--- src/rtl/cpu_pkg.sv ---
// cpu_pkg: constants shared by the ID/EX stage and its decoder.
//   - opcode / funct values of the supported instruction subset
//   - the nine 12-bit control words, bit order (MSB..LSB):
//     RegDst, ALUSrc[1:0], MemToReg, RegWr, MemWr, branch, jump[1:0],
//     ALUCntrl[1:0], jalr
//   - ID/EX FSM state encoding
//   - 16-to-32 bit sign-extension helper
package cpu_pkg;

   // Opcodes
   localparam logic [5:0] OP_RTYPE  = 6'd0;
   localparam logic [5:0] OP_BRANCH = 6'd1;
   localparam logic [5:0] OP_J      = 6'd2;
   localparam logic [5:0] OP_ADDI   = 6'd8;
   localparam logic [5:0] OP_LW     = 6'd35;
   localparam logic [5:0] OP_SW     = 6'd43;

   // R-type funct codes
   localparam logic [5:0] FN_JALR   = 6'd9;
   localparam logic [5:0] FN_NOR    = 6'd39;
   localparam logic [5:0] FN_SLT    = 6'd42;
   localparam logic [5:0] FN_SUBU   = 6'd35;

   // Control words
   localparam logic [11:0] CTRL_ADDI   = 12'b001010000100;
   localparam logic [11:0] CTRL_BRANCH = 12'b010000110100;
   localparam logic [11:0] CTRL_J      = 12'b000000001000;
   localparam logic [11:0] CTRL_LW     = 12'b001110000100;
   localparam logic [11:0] CTRL_SW     = 12'b001001000100;
   localparam logic [11:0] CTRL_JALR   = 12'b100010000001;
   localparam logic [11:0] CTRL_NOR    = 12'b100010000000;
   localparam logic [11:0] CTRL_SLT    = 12'b100010000010;
   localparam logic [11:0] CTRL_SUBU   = 12'b100010000110;
   localparam logic [11:0] CTRL_NONE   = 12'b000000000000;

   // Bit positions inside the control word
   localparam int CTRL_REGDST_BIT = 11;
   localparam int CTRL_REGWR_BIT  = 7;

   // ID/EX FSM: RUN = normal flow, BUBBLE = EX holds a load-use bubble
   typedef enum logic {
      ST_RUN    = 1'b0,
      ST_BUBBLE = 1'b1
   } stage_state_e;

   function automatic logic [31:0] sext16(input logic [15:0] v);
      return {{16{v[15]}}, v};
   endfunction

endpackage

--- src/rtl/ctrl_decode.sv ---
// ctrl_decode: purely combinational instruction decoder for the ID stage.
// Ports:
//   instr    in  32  instruction to decode
//   control  out 12  control word (0 for undefined opcode/funct)
//   illegal  out 1   instruction has an undefined opcode/funct
//   dest_reg out 5   write-back register (0 when RegWr is clear)
//   imm      out 32  sign-extended instr[15:0]
//   rs_used  out 1   instr[25:21] is a source operand
//   rt_used  out 1   instr[20:16] is a source operand
module ctrl_decode
   import cpu_pkg::*;
(
   input  logic [31:0] instr,
   output logic [11:0] control,
   output logic        illegal,
   output logic [4:0]  dest_reg,
   output logic [31:0] imm,
   output logic        rs_used,
   output logic        rt_used
);

   logic [5:0] opcode;
   logic [5:0] funct;

   assign opcode = instr[31:26];
   assign funct  = instr[5:0];

   always_comb begin
      control = CTRL_NONE;
      illegal = 1'b0;
      case (opcode)
         OP_ADDI:   control = CTRL_ADDI;
         OP_BRANCH: control = CTRL_BRANCH;
         OP_J:      control = CTRL_J;
         OP_LW:     control = CTRL_LW;
         OP_SW:     control = CTRL_SW;
         OP_RTYPE: begin
            case (funct)
               FN_JALR: control = CTRL_JALR;
               FN_NOR:  control = CTRL_NOR;
               FN_SLT:  control = CTRL_SLT;
               FN_SUBU: control = CTRL_SUBU;
               default: illegal = 1'b1;
            endcase
         end
         default:   illegal = 1'b1;
      endcase
   end

   // Non-writing instructions report register 0 so the hazard check
   // never matches against them.
   always_comb begin
      dest_reg = 5'd0;
      if (control[CTRL_REGWR_BIT]) begin
         if (control[CTRL_REGDST_BIT]) dest_reg = instr[15:11];
         else                          dest_reg = instr[20:16];
      end
   end

   assign imm = sext16(instr[15:0]);

   // Source-field usage is a function of the opcode alone, legal or not.
   assign rs_used = (opcode != OP_J);
   assign rt_used = (opcode == OP_RTYPE) || (opcode == OP_SW);

endmodule

--- src/rtl/id_ex_stage.sv ---
// id_ex_stage: ID/EX pipeline register with load-use hazard detection.
// Ports:
//   clock, reset            rising-edge clock, async active-low reset
//   instrIn, pc8In, validIn IF/ID slot contents
//   rsData, rtData          register-file data for instrIn rs / rt
//   flush                   redirect: the instruction entering EX is killed
//   hold                    downstream freeze: every register keeps its value
//   control .. illegal      registered EX slot contents
//   stall                   combinational IF/ID + fetch hold request
//   bubbleCnt               saturating count of load-use bubbles inserted
//   fsmState                debug view of the FSM (0 = RUN, 1 = BUBBLE)
//
// Flow control: the producer (IF/ID) offers validIn every cycle; when
// stall is high the producer must keep presenting the same instruction,
// and the stage loads either a bubble (hazard) or nothing (hold). When
// stall is low the offered instruction is taken on the next rising edge.
module id_ex_stage
   import cpu_pkg::*;
#(
   parameter int CNT_W = 16
) (
   input  logic             clock,
   input  logic             reset,
   input  logic [31:0]      instrIn,
   input  logic [31:0]      pc8In,
   input  logic             validIn,
   input  logic [31:0]      rsData,
   input  logic [31:0]      rtData,
   input  logic             flush,
   input  logic             hold,
   output logic [11:0]      control,
   output logic [31:0]      instrOut,
   output logic [31:0]      pc8Out,
   output logic [31:0]      rsOut,
   output logic [31:0]      rtOut,
   output logic [31:0]      immOut,
   output logic [4:0]       destReg,
   output logic             validOut,
   output logic             illegal,
   output logic             stall,
   output logic [CNT_W-1:0] bubbleCnt,
   output logic             fsmState
);

   // Decoder outputs for the instruction in IF/ID
   logic [11:0] dec_control;
   logic        dec_illegal;
   logic [4:0]  dec_dest;
   logic [31:0] dec_imm;
   logic        dec_rs_used;
   logic        dec_rt_used;

   ctrl_decode u_decode (
      .instr    (instrIn),
      .control  (dec_control),
      .illegal  (dec_illegal),
      .dest_reg (dec_dest),
      .imm      (dec_imm),
      .rs_used  (dec_rs_used),
      .rt_used  (dec_rt_used)
   );

   // Stage registers
   logic [11:0]      control_q,  control_d;
   logic [31:0]      instr_q,    instr_d;
   logic [31:0]      pc8_q,      pc8_d;
   logic [31:0]      rs_q,       rs_d;
   logic [31:0]      rt_q,       rt_d;
   logic [31:0]      imm_q,      imm_d;
   logic [4:0]       dest_q,     dest_d;
   logic             valid_q,    valid_d;
   logic             illegal_q,  illegal_d;
   logic [CNT_W-1:0] cnt_q,      cnt_d;
   stage_state_e     state_q,    state_d;

   // Load-use hazard: EX holds a valid load whose destination is read
   // by the instruction waiting in IF/ID.
   logic ex_is_load;
   logic rs_hit;
   logic rt_hit;
   logic hazard;

   assign ex_is_load = valid_q && (instr_q[31:26] == OP_LW) && (dest_q != 5'd0);
   assign rs_hit     = dec_rs_used && (instrIn[25:21] == dest_q);
   assign rt_hit     = dec_rt_used && (instrIn[20:16] == dest_q);
   assign hazard     = validIn && ex_is_load && (rs_hit || rt_hit);

   // A flush discards the dependent instruction anyway, so it never stalls.
   assign stall = hold || (hazard && !flush);

   // Register next-state: hold > flush > hazard > normal load
   always_comb begin
      control_d = control_q;
      instr_d   = instr_q;
      pc8_d     = pc8_q;
      rs_d      = rs_q;
      rt_d      = rt_q;
      imm_d     = imm_q;
      dest_d    = dest_q;
      valid_d   = valid_q;
      illegal_d = illegal_q;
      cnt_d     = cnt_q;
      if (!hold) begin
         if (flush || hazard || !validIn) begin
            control_d = CTRL_NONE;
            instr_d   = 32'd0;
            pc8_d     = 32'd0;
            rs_d      = 32'd0;
            rt_d      = 32'd0;
            imm_d     = 32'd0;
            dest_d    = 5'd0;
            valid_d   = 1'b0;
            illegal_d = 1'b0;
            // Only bubbles inserted for load-use count; saturate at all-ones.
            if (hazard && !flush && (cnt_q != {CNT_W{1'b1}})) begin
               cnt_d = cnt_q + CNT_W'(1);
            end
         end else begin
            control_d = dec_control;
            instr_d   = instrIn;
            pc8_d     = pc8In;
            rs_d      = rsData;
            rt_d      = rtData;
            imm_d     = dec_imm;
            dest_d    = dec_dest;
            valid_d   = 1'b1;
            illegal_d = dec_illegal;
         end
      end
   end

   // FSM next state
   always_comb begin
      state_d = state_q;
      case (state_q)
         ST_RUN:    if (hazard && !flush && !hold) state_d = ST_BUBBLE;
         ST_BUBBLE: if (!hold)                     state_d = ST_RUN;
         default:                                  state_d = ST_RUN;
      endcase
   end

   always_ff @(posedge clock or negedge reset) begin
      if (!reset) begin
         control_q <= CTRL_NONE;
         instr_q   <= 32'd0;
         pc8_q     <= 32'd0;
         rs_q      <= 32'd0;
         rt_q      <= 32'd0;
         imm_q     <= 32'd0;
         dest_q    <= 5'd0;
         valid_q   <= 1'b0;
         illegal_q <= 1'b0;
         cnt_q     <= '0;
         state_q   <= ST_RUN;
      end else begin
         control_q <= control_d;
         instr_q   <= instr_d;
         pc8_q     <= pc8_d;
         rs_q      <= rs_d;
         rt_q      <= rt_d;
         imm_q     <= imm_d;
         dest_q    <= dest_d;
         valid_q   <= valid_d;
         illegal_q <= illegal_d;
         cnt_q     <= cnt_d;
         state_q   <= state_d;
      end
   end

   assign control   = control_q;
   assign instrOut  = instr_q;
   assign pc8Out    = pc8_q;
   assign rsOut     = rs_q;
   assign rtOut     = rt_q;
   assign immOut    = imm_q;
   assign destReg   = dest_q;
   assign validOut  = valid_q;
   assign illegal   = illegal_q;
   assign bubbleCnt = cnt_q;
   assign fsmState  = state_q;

endmodule

--- config.mk ---
export PLATFORM = sky130hd
export DESIGN_NAME = id_ex_stage
export DESIGN_NICKNAME = d
export VERILOG_FILES = /design/src/rtl/cpu_pkg.sv /design/src/rtl/ctrl_decode.sv /design/src/rtl/id_ex_stage.sv
export SDC_FILE = /design/constraint.sdc
export NUM_CORES = 1
export LEC_CHECK = 0
export ABC_AREA = 1
export ABC_CLOCK_PERIOD_IN_PS = 2000
export CAP_MARGIN = 20
export CELL_PAD_IN_SITES_DETAIL_PLACEMENT = 1
export CELL_PAD_IN_SITES_GLOBAL_PLACEMENT = 1
export CORE_ASPECT_RATIO = 0.6
export CORE_MARGIN = 2
export CORE_UTILIZATION = 32
export CTS_CLUSTER_DIAMETER = 50
export DETAILED_ROUTE_END_ITERATION = 8
export MAX_ROUTING_LAYER = met4
export PLACE_DENSITY_LB_ADDON = 0.1
export SLEW_MARGIN = 5
export SYNTH_ARGS = -nofsm -noshare
export SYNTH_HDL_FRONTEND = slang
export SYNTH_HIERARCHICAL = 1
export SYNTH_SLANG_ARGS = --single-unit
--- constraint.sdc ---
create_clock -name clock -period 2 [get_ports clock]
set_clock_uncertainty 0.1 [all_clocks]
set_input_delay 0.3 -clock clock [delete_from_list [all_inputs] [get_ports clock]]
set_output_delay 0.3 -clock clock [all_outputs]
set_load 0.05 [all_outputs]
==> results.sh, run 1 <==
export IMPL_num_rows=46
export IMPL_dp_slack_ps=-646
export IMPL_setup_viol=99
export IMPL_initial_core_util_pct=32.7
export IMPL_final_core_util_pct=50.0
export IMPL_grt_pass1_wl_um=48900
export IMPL_viasPerCell=4.50
export IMPL_hold_path_class="in -> reg"
export IMPL_wl_um=32200
export IMPL_switching_share_pct=29.9
export IMPL_layout_nets=1543
export IMPL_layout_commonest_cell="nand2_1"
export IMPL_synth_compound_area_share_pct=2.43
export IMPL_max_stage_delay_ps=420
export IMPL_first_pass_iters=4
export IMPL_layout_common_cells="nand2_1, dfrtp_1, dlygate4sd2_1, clkdlybuf4s50_1, buf_4"
export IMPL_clkTransAtPathRegs_ps=70
export IMPL_rsz0062_at_grt="yes"
export IMPL_antenna_found_initial=2
export IMPL_max_slew_margin_pct=62.8
export IMPL_synth_xor_xnor_area_share_pct=1.32
export IMPL_synth_top_family_by_area="simple AND/OR/NAND/NOR gates"
export IMPL_numCtsBuffers=17
export IMPL_cts_sinks=196
export IMPL_path_buf_inv=3
export IMPL_grt_ovfl_total=0
export IMPL_cts_max_path_buffers=2
export IMPL_dpl_hpwl_um=22500
export IMPL_p_switching_uw=2960
export IMPL_violations="setup timing"
export IMPL_clockRootBuffer="clkbuf_16"
export IMPL_critPathMostFrequentCell="nand2_2"
export IMPL_cp_cell_sequence="buf_6 -> nand2_4 -> nand2_2 -> nor2_2 -> nand3_2 -> nand2_2 -> buf_6 -> nand3_2 -> nand2_2 -> buf_12"
export IMPL_path_class="reg -> out"
export IMPL_worst_path_dominant_cell_family="simple AND/OR/NAND/NOR gates"
export IMPL_track_usage_pct=22.9
export IMPL_drv_cap=0
export IMPL_clk_latency_ps=450
export IMPL_die_area_um2=28400
export IMPL_post_route_period_util_pct=109
export IMPL_ioPinCount=330
export IMPL_die_y_um=131
export IMPL_power_density_nw_per_um2=749
export IMPL_synthAdderAreaFrac_pct=0.145
export IMPL_synthMuxAreaShare_pct=0
export IMPL_synthesis_area_um2=8650
export IMPL_synth_fp_nets=1192
export IMPL_p_comb_share_pct=18.8
export IMPL_setup_ws_ps=-179
export IMPL_portBuffers=329
export IMPL_ys_ff_latch=196
export IMPL_hold_violations=0
export IMPL_area_growth_pct=52.9
export IMPL_synth_simple_area_share_pct=31.4
export IMPL_sequentialPowerShare_pct=42.9
export IMPL_wl_per_cell_um=18.0
export IMPL_internal_power_uw=6940
export IMPL_drtIter0Drc=427
export IMPL_antenna_left=0
export IMPL_worstPathRequired_ps=1600
export IMPL_worstMarginPinSlew_ps=560
export IMPL_postPlaceCellArea_um2=12300
export IMPL_clock_fmax_mhz=459
export IMPL_synth_cells=1058
export IMPL_power_uw=9900
export IMPL_slowest_stage="dfrtp_1"
export IMPL_drive_above_1_share_pct=16.1
export IMPL_ys_warnings_count=6
export IMPL_slew_violations=0
export IMPL_start_kind="flop"
export IMPL_layout_min_cycle_time_ps=2180
export IMPL_yosysSeqAreaShare_pct=56.7
export IMPL_grt_pass1_vias=8298
export IMPL_stdcell_area_um2=13200
export IMPL_vdd_drop_max_mv=0.430
export IMPL_end_kind="primary output"
export IMPL_die_w_um=216
export IMPL_cellLeakagePower_uw=0.00752
export IMPL_n_fill_cell=3173
export IMPL_arrival_ps=1780
export IMPL_grt_max_degree=89
export IMPL_synth_area_per_cell_um2=8.18
export IMPL_drcViolationCount=0
export IMPL_status="finished with violations"
export IMPL_vias=8021
export IMPL_cp_max_fo=3
export IMPL_htreeDepth=4
export IMPL_final_seq_area_um2=4910
export IMPL_design_core_area_um2=26500
export IMPL_place_gp_congestion=0.803
export IMPL_multi_input_area_um2=3170
export IMPL_synthDistinctLibCells=26
export IMPL_clkPwrFrac_pct=38.3
export IMPL_tritoncts="built"
sequential cells by signal, indices dropped and copies added, names as in the netlist:
signal and cells:
immOut 32, instrOut 32, pc8Out 32, rsOut 32, rtOut 32, bubbleCnt 16, control 12, destReg 5
fsmState 1, illegal 1, validOut 1
worst reg2reg max path, stage by stage (launching register included):
cell and delay, ps:
dfrtp_2 440, inv_2 80, nand2_1 70, nand2_1 90
nor2_2 40, nand3_2 80, nand2_2 70, nand2_1 100
nand2_2 90, nor2_4 280, buf_6 170, buf_12 150
clkbuf_16 180, nand2_1 60, nand2_1 50
path summary, 6_finish.rpt:
path | start | to | slack [ps] | cells after the start
setup reg to reg | destReg[1]$_DFFE_PN0N_ | rtOut[30]$_DFFE_PN0N_ | -130 | 14
max in group asynchronous | reset | pc8Out[5]$_DFFE_PN0N_ | 920 | 3
min in group asynchronous | reset | instrOut[4]$_DFFE_PN0N_ | 270 | 2
setup / recovery | destReg[3]$_DFFE_PN0N_ | stall | -180 | 10
hold reg to reg | pc8Out[10]$_DFFE_PN0N_ | pc8Out[10]$_DFFE_PN0N_ | 380 | 2
hold / removal | instrIn[29] | instrOut[29]$_DFFE_PN0N_ | 20 | 3
power groups by stage:
stage | combinational, µW | sequential [µW] | clock [µW]
2_1_floorplan | 341 | 4970 | 0
3_3_place_gp | 1880 | 4320 | 0
3_5_place_dp | 1890 | 4330 | 0
4_1_cts | 1810 | 4250 | 3890
5_1_grt | 1980 | 4270 | 4030
6_report | 1860 | 4240 | 3790
synthesized netlist by cell type:
cell,instances,area share (%)
buf_4,34,3.0
o21ai_0,7,0.40
nand4_1,3,0.22
o21bai_1,16,1.4
nor3_1,5,0.29
nand3_2,1,0.12
o21ai_1,9,0.52
or2_1,1,0.072
clkbuf_1,20,0.87
nand2_2,4,0.29
nand2_1,591,26
xor2_1,13,1.3
nor2_1,30,1.3
nand3b_1,1,0.087
dfrtp_1,196,57
nand3_1,40,2.3
buf_2,8,0.46
nor2_2,6,0.43
nand2_4,1,0.13
nor2_4,2,0.26
a21oi_1,2,0.12
inv_1,45,2.0
nand4_2,2,0.29
inv_2,10,0.43
ha_1,1,0.14
buf_6,10,1.3
per-layer routing:
layer  GRT usage [%]  wire [µm]  vias to the layer above
met2            35.2      14900                      183
met5               -          0                        -
li1                -          -                     3893
met4            5.56        436                        0
met1            30.4      15000                     3919
met3            5.69       1830                       26
logic make-up after synthesis:
kind of cell    count (synthesis)
xor+xnor                       13
compound gates                 34
flops                         196
fa+ha+maj                       1
buf+inv                       127
simple gates                  687
what timing repair did:
item                                    in CTS  in global routing
resized for setup                          153                 39
endpoints found under the hold margin       41                  0
buffers inserted                             3                 14
endpoints found under the setup margin     321                192
hold buffers                                 1                  0
pin swaps                                    5                 11
cloned                                       0                  7
final cells by class:
cell class / instances / share of cell area (%)
antenna: 2 / 0.0378
clock inverter: 11 / 1.32
tap: 360 / 3.41
multi-input combinational: 735 / 24.0
clock buffer: 20 / 3.45
sequential: 196 / 37.1
timing repair buffer: 404 / 29.1
inverter: 55 / 1.61
per-stage QoR:
step | hold WS [ps] | setup TNS [ps] | std cells
after floorplan | -95.6 | 0 | 1058
after global placement | 196 | -109280 | 1727
after detailed placement | 196 | -111840 | 1727
after CTS | 152 | -215 | 1761
after global routing | 51.8 | -30100 | 1783
final | 25.0 | -7620 | 1783
(Power assumes the default switching activity.)
==> run 2: changes to the inputs <==
Settings changed: CTS_CLUSTER_SIZE set to 8.
==> results of run 2 <==
No change in the layout: final DEF, timing and power equal those of run 1.
==> run 3: changes to the inputs <==
Settings changed: CTS_CLUSTER_DIAMETER 50 to unset.
==> results of run 3 <==
No change in the layout: final DEF, timing and power equal those of run 1.
